--- config.mk ---
export PLATFORM = sky130hd
export DESIGN_NAME = tile_map_writer
export DESIGN_NICKNAME = d
export VERILOG_FILES = /design/src/rtl/tile_map_writer.sv
export SDC_FILE = /design/constraint.sdc
export NUM_CORES = 1
export LEC_CHECK = 0
export BUFFER_PORTS_ARGS = -buffer_cell sky130_fd_sc_hd__buf_2
export CAP_MARGIN = 20
export CORE_MARGIN = 2
export CORE_UTILIZATION = 40
export CTS_BUF_LIST = sky130_fd_sc_hd__clkbuf_4
export CTS_CLUSTER_DIAMETER = 40
export DETAILED_ROUTE_END_ITERATION = 8
export PLACE_DENSITY = 0.62
export SLEW_MARGIN = 40
export SYNTH_ARGS = -nofsm -noshare
export SYNTH_HDL_FRONTEND = slang
export SYNTH_SLANG_ARGS = --single-unit
--- constraint.sdc ---
create_clock -name pclk -period 3.5 [get_ports pclk]
set_input_delay 0.7 -clock pclk [delete_from_list [all_inputs] [get_ports pclk]]
set_output_delay 0.7 -clock pclk [all_outputs]
set_load 0.02 [all_outputs]
--- src/rtl/tile_map_writer.sv ---
// -----------------------------------------------------------------------------
// tile_map_writer
//   Queues tile-map write requests and drains them into the tile map RAM
//   during vertical blanking, so the map never changes under the raster.
//
//   Optional feature macro: TILE_MAP_CLEAR_ON_RESET_EN
//     When defined, the block sweeps the whole map to texture 0 after reset
//     (CLEAR state) before accepting any request.
//
// Ports
//   pclk        in   pixel clock, all logic on the rising edge
//   reset       in   synchronous, active-high reset
//   req_valid   in   tile-write request present
//   req_ready   out  request accepted on an edge where valid && ready
//   req_col     in   [4:0] tile column
//   req_row     in   [3:0] tile row
//   req_tex     in   [3:0] texture number to store
//   vblank      in   high outside active video
//   map_we      out  map RAM write enable (registered)
//   map_addr    out  [8:0] map RAM address (registered)
//   map_din     out  [3:0] map RAM write data (registered)
//   fifo_level  out  [4:0] entries held in the request FIFO
//   drop_cnt    out  [7:0] out-of-range requests rejected, saturating
// -----------------------------------------------------------------------------
module tile_map_writer #(
  parameter int DEPTH = 8,
  parameter int COLS  = 20,
  parameter int ROWS  = 15
) (
  input  logic       pclk,
  input  logic       reset,
  input  logic       req_valid,
  output logic       req_ready,
  input  logic [4:0] req_col,
  input  logic [3:0] req_row,
  input  logic [3:0] req_tex,
  input  logic       vblank,
  output logic       map_we,
  output logic [8:0] map_addr,
  output logic [3:0] map_din,
  output logic [4:0] fifo_level,
  output logic [7:0] drop_cnt
);

  localparam int          AW      = $clog2(DEPTH);
  localparam logic [4:0]  DEPTH_W = 5'(DEPTH);

`ifdef TILE_MAP_CLEAR_ON_RESET_EN
  localparam logic [8:0]  LAST_CELL = 9'(COLS * ROWS - 1);
  typedef enum logic [1:0] {ST_IDLE, ST_DRAIN, ST_CLEAR} state_t;
`else
  typedef enum logic [1:0] {ST_IDLE, ST_DRAIN} state_t;
`endif

  state_t        r_state;
  state_t        w_state_next;

  // Each FIFO entry is {map address, texture}.
  logic [12:0]   r_mem [DEPTH];
  logic [AW-1:0] r_wr_ptr;
  logic [AW-1:0] r_rd_ptr;
  logic [4:0]    r_level;
  logic [7:0]    r_drop;
  logic          r_live;     // low on the reset edge, high one edge later
  logic          r_map_we;
  logic [8:0]    r_map_addr;
  logic [3:0]    r_map_din;
`ifdef TILE_MAP_CLEAR_ON_RESET_EN
  logic [8:0]    r_clr_addr;
`endif

  logic          w_in_range;
  logic [8:0]    w_addr;
  logic          w_accept;
  logic          w_push;
  logic          w_drop;
  logic          w_pop;

  assign w_in_range = (32'(req_col) < COLS) && (32'(req_row) < ROWS);
  assign w_addr     = 9'(32'(req_col) + COLS * 32'(req_row));

`ifdef TILE_MAP_CLEAR_ON_RESET_EN
  assign req_ready  = r_live && (r_state != ST_CLEAR) && (r_level < DEPTH_W);
`else
  assign req_ready  = r_live && (r_level < DEPTH_W);
`endif

  assign w_accept   = req_valid && req_ready;
  assign w_push     = w_accept && w_in_range;
  assign w_drop     = w_accept && !w_in_range;

  always_ff @(posedge pclk) begin
    if (reset) begin
`ifdef TILE_MAP_CLEAR_ON_RESET_EN
      r_state <= ST_CLEAR;
`else
      r_state <= ST_IDLE;
`endif
    end else begin
      r_state <= w_state_next;
    end
  end

  // The edge that leaves IDLE already pops, so every vblank cycle with data
  // queued produces a write. When the entry being popped is the last one
  // (and nothing arrives alongside it) the FSM stays in / returns to IDLE.
  always_comb begin
    w_state_next = r_state;
    w_pop        = 1'b0;
    case (r_state)
      ST_IDLE, ST_DRAIN: begin
        w_pop = vblank && (r_level != 5'd0);
        if (w_pop && !((r_level == 5'd1) && !w_push))
          w_state_next = ST_DRAIN;
        else
          w_state_next = ST_IDLE;
      end
`ifdef TILE_MAP_CLEAR_ON_RESET_EN
      ST_CLEAR: begin
        if (r_clr_addr == LAST_CELL)
          w_state_next = ST_IDLE;
      end
`endif
      default: w_state_next = ST_IDLE;
    endcase
  end

  // FIFO storage: no reset, written on push, read registered on pop.
  always_ff @(posedge pclk) begin
    if (!reset && w_push)
      r_mem[r_wr_ptr] <= {w_addr, req_tex};
  end

  always_ff @(posedge pclk) begin
    if (reset) begin
      r_wr_ptr   <= '0;
      r_rd_ptr   <= '0;
      r_level    <= 5'd0;
      r_drop     <= 8'd0;
      r_live     <= 1'b0;
      r_map_we   <= 1'b0;
      r_map_addr <= 9'd0;
      r_map_din  <= 4'd0;
`ifdef TILE_MAP_CLEAR_ON_RESET_EN
      r_clr_addr <= 9'd0;
`endif
    end else begin
      r_live   <= 1'b1;
      r_map_we <= 1'b0;

      if (w_push)
        r_wr_ptr <= r_wr_ptr + 1'b1;

      if (w_pop) begin
        r_map_we                <= 1'b1;
        {r_map_addr, r_map_din} <= r_mem[r_rd_ptr];
        r_rd_ptr                <= r_rd_ptr + 1'b1;
      end

`ifdef TILE_MAP_CLEAR_ON_RESET_EN
      if (r_state == ST_CLEAR) begin
        r_map_we   <= 1'b1;
        r_map_addr <= r_clr_addr;
        r_map_din  <= 4'd0;
        r_clr_addr <= r_clr_addr + 9'd1;
      end
`endif

      case ({w_push, w_pop})
        2'b10:   r_level <= r_level + 5'd1;
        2'b01:   r_level <= r_level - 5'd1;
        default: r_level <= r_level;
      endcase

      if (w_drop && (r_drop != 8'hFF))
        r_drop <= r_drop + 8'd1;
    end
  end

  assign map_we     = r_map_we;
  assign map_addr   = r_map_addr;
  assign map_din    = r_map_din;
  assign fifo_level = r_level;
  assign drop_cnt   = r_drop;

endmodule

* Word level (Yosys, flattened, before mapping)
Memory sizes are Yosys's and may differ from the RTL's. A register that Yosys moved wholly into a read port is not among the register bits. Index checks and enable logic that the tools add are counted.
Operators by class: order comparisons 3, $mul 1, reduce and logical (&&, ||, !) cells 19, bitwise logic cells 1, equality and inequality tests 5, mux-type cells 7, add/sub/neg operators 6
Operator list (count):
- 1-bit logical AND | 10
- 5-bit case mux with 2 select lines | 1
- 5-bit by 9-bit adder with 9-bit output | 1
- 8-bit by 1-bit adder with 8-bit output (second input constant) | 1
- 8-bit != test (second input constant) | 1
- 3-bit by 4-bit multiplier with 7-bit output (first input constant) | 1
- 3-bit by 1-bit adder with 3-bit output (second input constant) | 2
- 1-bit two-way mux | 6
- 5-bit by 1-bit adder with 5-bit output (second input constant) | 1
- 5-bit by 1-bit == test with 1-bit output (second input constant) | 1
- 5-bit by 4-bit less-than comparator with 1-bit output (second input constant) | 1
- 5-bit less-than comparator (second input constant) | 1
- 5-bit nonzero test | 1
- 5-bit by 1-bit subtractor with 5-bit output (second input constant) | 1
- 2-bit by 1-bit == test with 1-bit output (second input constant) | 2
- 1-bit zero test | 4
- 4-bit less-than comparator (second input constant) | 1
- 2-bit OR reduction | 2
- 2-bit == test (second input constant) | 1
- 2-bit zero test | 1
- 2-bit nonzero test | 1
- 1-bit NOT | 1
Storage, ports and cells: register bits after elaboration 23, RAM bits 104, memories 1, input port bits 17, logic and storage cells 50, output and inout bits 28
Memory list:
- r_mem | depth 8, bits a word 13, rd ports 1, clocked after Yosys merged registers in 1, wr ports 1, line 59 | logic [12:0] r_mem [DEPTH];

* Depth between registers and ports, before layout
word-level depth 9, mapped depth 9, gate-level depth less buffers 8

* Least setup slack after synthesis
No wires, ideal clock.
path kind in2reg, start input port req_col[3], end memory r_mem[0][0], enable pin, required time 3078 ps, slack 312 ps, cell stages on the path 3, arrival time 2766 ps, setup time 422 ps, path buffers 0, cells stage by stage o21ai_0 -> nand3_1 -> nor4b_1
Between the ends: word-level cells in the longest chain between the ends 6
RTL lines:
- start: declaration | line 34 | input logic [4:0] req_col,
- 5-bit less-than comparator | line 79 | assign w_in_range = (32'(req_col) < COLS) && (32'(req_row) < ROWS);
- 1-bit logical AND | line 79
- 1-bit logical AND | line 89 | assign w_push = w_accept && w_in_range;
- 1-bit logical AND | line 130 | if (!reset && w_push)
- 1-bit two-way mux | line 130
- 1-bit two-way mux (implied by the code) | line 131 | r_mem[r_wr_ptr] <= {w_addr, req_tex};
- end: declaration | line 59
No other way between the ends.

* Worst setup path in the final report
start register r_level[3] (netlist: fifo_level[3]), end register r_level[4] (netlist: fifo_level[4])
Between the ends: word-level cells in the longest chain between the ends 6, elaborated cells on any way between the ends 13, those cells by class 2 x add/sub; 1 x order compare; 2 x eq/ne; 2 x mux; 6 x reduce/logical
RTL lines:
- start: declaration | line 62 | logic [4:0] r_level;
- start signal: assignment | line 170 | 2'b10: r_level <= r_level + 5'd1;
- start signal: assignment | line 171 | 2'b01: r_level <= r_level - 5'd1;
- start signal: assignment | line 172 | default: r_level <= r_level;
- 5-bit by 4-bit less-than comparator with 1-bit output | line 85 | assign req_ready = r_live && (r_level < DEPTH_W);
- 1-bit logical AND | line 85
- 1-bit logical AND | line 88 | assign w_accept = req_valid && req_ready;
- 1-bit logical AND | line 89
- 2-bit by 1-bit == test with 1-bit output / 2-bit == test (equally long branches) | line 169 | case ({w_push, w_pop})
- 5-bit case mux with 2 select lines / 2-bit nonzero test (equally long branches)
Parallel ways exist; a longest one is shown, timed or not. A chain may end at the register's enable or synchronous reset.

==> results.toml <==
[drt]
avgViaCountPerCell = 5.27
drcViolationCount = 0
wire_per_inst_um = 17.7
final_antenna_net_count = 0
drt_pass1_iterations = 4
first_iter_violations = 114
drt_wl_total_um = 10800
vias = 3225

[power_and_ir_drop]
pwr-share-comb = 0.225
power_density_nw_per_um2 = 596
power_leakage_nw = 2.27
worst_ir_drop_vdd_mv = 0.287
p_total_mw = 3.88
netSwitchingFraction = 0.306
p_int_mw = 2.69
clockPowerShare = 0.260
p_seq_frac = 0.515
switchingPower_mw = 1.19

[cells_and_area]
drive_above_1_share = 0.295
fin_cells = 612
postLayoutCellArea_um2 = 6510
multi_input_area_um2 = 1840
fillers = 1222
synthToLayoutAreaGrowth_pct = 13.7
final_util = 0.467
regArea_um2 = 3810
nNetsFinal = 452

[global_routing]
overflow = 0
antenna_found_initial = 1
grt_pass1_wl_um = 16900
grt_usage = 0.156
grt_pass1_vias = 3156
grt_max_degree = 32

[critical_path]
worstPathMaxFanout = 5
endpoint_kind = "flip-flop"
ff2ff_setup_slack_ns = 0.86
r2r_cells = 8
crit_required_ns = 3.96
critPathKind = "flip-flop to flip-flop"
worstSetupStartpoint = "fifo_level[3]"
cp-endpoint = "fifo_level[4]"
arrival_ns = 3.10
worstSetupStartpointType = "flip-flop"
rr_startpoint = "fifo_level[3]"
worstReg2RegEnd = "fifo_level[4]"

[clock_tree]
cts_tree = "yes"
clk_latency_ns = 0.53
cts.sinks = 138
cts_inserted_buffers = 17
path_clk_slew_ns = 0.12
htreeDepth = 4
hold_buffers = 0
cts_setup_buffers = 0
cts_resized = 0
cts_buffer_depth = 2
clk_root_buffer_cell = "clkbuf_4"

[placed_design]
hpwl_um = 6720
place_congestion = 0.789
pre_cts_ws_ns = 0.416
placedCellCount = 579
port_buffers = 44
placed_cell_area_um2 = 6230

[timing]
hold_viol = 0
tightest_slew_ns = 0.734
finalSetupTns_ns = 0
final.period_utilization = 0.754
setup_violations = 0
fmax_mhz = 379
drv_slew = 0
hold-worst-slack_ns = 0.435
fin_skew_ns = 0.0181
rsz0062_at_grt = "false"
period_needed_ns = 2.64
relSlewSlack = 0.507
setup_ws_ns = 0.860

[floorplan]
start_util = 0.411
fp.dieW_um = 124
ioPinCount = 45
dieArea_um2 = 15300
fp.coreArea_um2 = 13900
fp.dieH_um = 124
rows = 43

[yosys]
syn_area_um2 = 5730
ys_warn_count = 0
ys_seq_area_frac = 0.664
syn_avg_cell_area_um2 = 16.0
synth_nets = 392
async_reset_ff_frac = 0
synth_edf_count = 104
netlist_instances = 358
ys.flop_type = "edfxtp_1"
yosysUniqueCellTypes = 48
ys_ff_latch = 138

[run_status]
outcome = "completed"

[min_path]
min_path_type = "input pin to flip-flop"
hold_start = "req_col[0]"

[job]
maxCapViolCount = 0
cell type report:
cell class | instances | share of cell area
antenna | 1 | 0.000384
clock buffer | 18 | 0.0207
clock inverter | 14 | 0.0225
inverter | 9 | 0.00519
multi-input combinational | 194 | 0.282
sequential | 138 | 0.585
tap | 180 | 0.0346
timing repair buffer | 58 | 0.0499
per-layer routing:
metal | vias up | track usage | part of all wire
met5 | - | 0 | 0
met1 | 1610 | 0.199 | 0.45
li1 | 1539 | - | -
met3 | 20 | 0.0435 | 0.042
met4 | 0 | 0.0717 | 0.020
met2 | 56 | 0.247 | 0.48
worst min-delay path by stage:
stage	end	cells past startpoint
final	r_mem[6][4]	1
after CTS	r_mem[5][1]	1
after floorplan	r_wr_ptr[1]	2
after detailed placement	fifo_level[4]	2
after global routing	r_mem[6][4]	1
after global placement	drop_cnt[5]	2
cell usage after synthesis (all sizes together) (2+ instances only):
library cell / n / area [um^2]
clkbuf: 8 / 31.3
nand4: 3 / 18.8
a21oi: 28 / 140
dfxtp: 34 / 681
and2: 4 / 25.0
and3: 4 / 25.0
and4: 2 / 20.0
edfxtp: 104 / 3120
buf: 9 / 51.3
nor2: 17 / 63.8
xnor2: 9 / 78.8
xor2: 2 / 17.5
a21o: 2 / 15.0
o2111ai: 2 / 17.5
inv: 9 / 33.8
nand2: 8 / 30.0
o41ai: 2 / 17.5
mux2i: 17 / 170
fa: 3 / 60.1
nor4: 2 / 12.5
ha: 14 / 175
or4: 3 / 22.5
mux4: 26 / 586
nand3: 4 / 20.0
and4b: 2 / 20.0
o21ai: 18 / 101
o31ai: 3 / 22.5
nor3: 4 / 20.0
state kept, by name, summed over array words and instances, names as in the netlist:
name / flops
drop_cnt: 8
fifo_level: 5
map_addr: 9
map_din: 4
map_we: 1
r_live: 1
r_mem: 104
r_rd_ptr: 3
r_wr_ptr: 3
cells in the final DEF, fill, tap and decap left out, drive strengths merged, types with 9 or more instances in the layout:
cell,count
mux4,26
a21oi,28
o21ai,18
inv,12
mux2i,17
ha,14
buf,58
edfxtp,104
clkbuf,18
xnor2,9
dfxtp,34
nor2,17
logic make-up after synthesis:
logic type	Yosys count	synth area share
AOI/OAI and AO/OA	63	0.0670
DFF	138	0.664
adders and majority gates	17	0.0411
and+or+nand+nor	60	0.0590
buffers and inverters	26	0.0203
muxes	43	0.132
xor gates and xnor gates	11	0.0168
worst max-delay path, stage by stage, from the launching register on:
cell	delay [ns]
dfxtp_1	0.38
or2_2	0.30
o41a_1	0.36
ha_1	0.28
fa_1	0.42
nand3_1	0.12
a21oi_1	0.08
or4_1	0.46
a21oi_1	0.14
power by group through the flow:
stage                     sequential [mW]  combinational [mW]  clock [mW]
after floorplan                      2.13               0.529           0
after global placement               2.04               0.863           0
after detailed placement             2.04               0.881           0
after CTS                            2.01               0.884        1.05
after global routing                 2.02               0.962        1.11
final                                2.00               0.872        1.01
(Power assumes the default switching activity.)
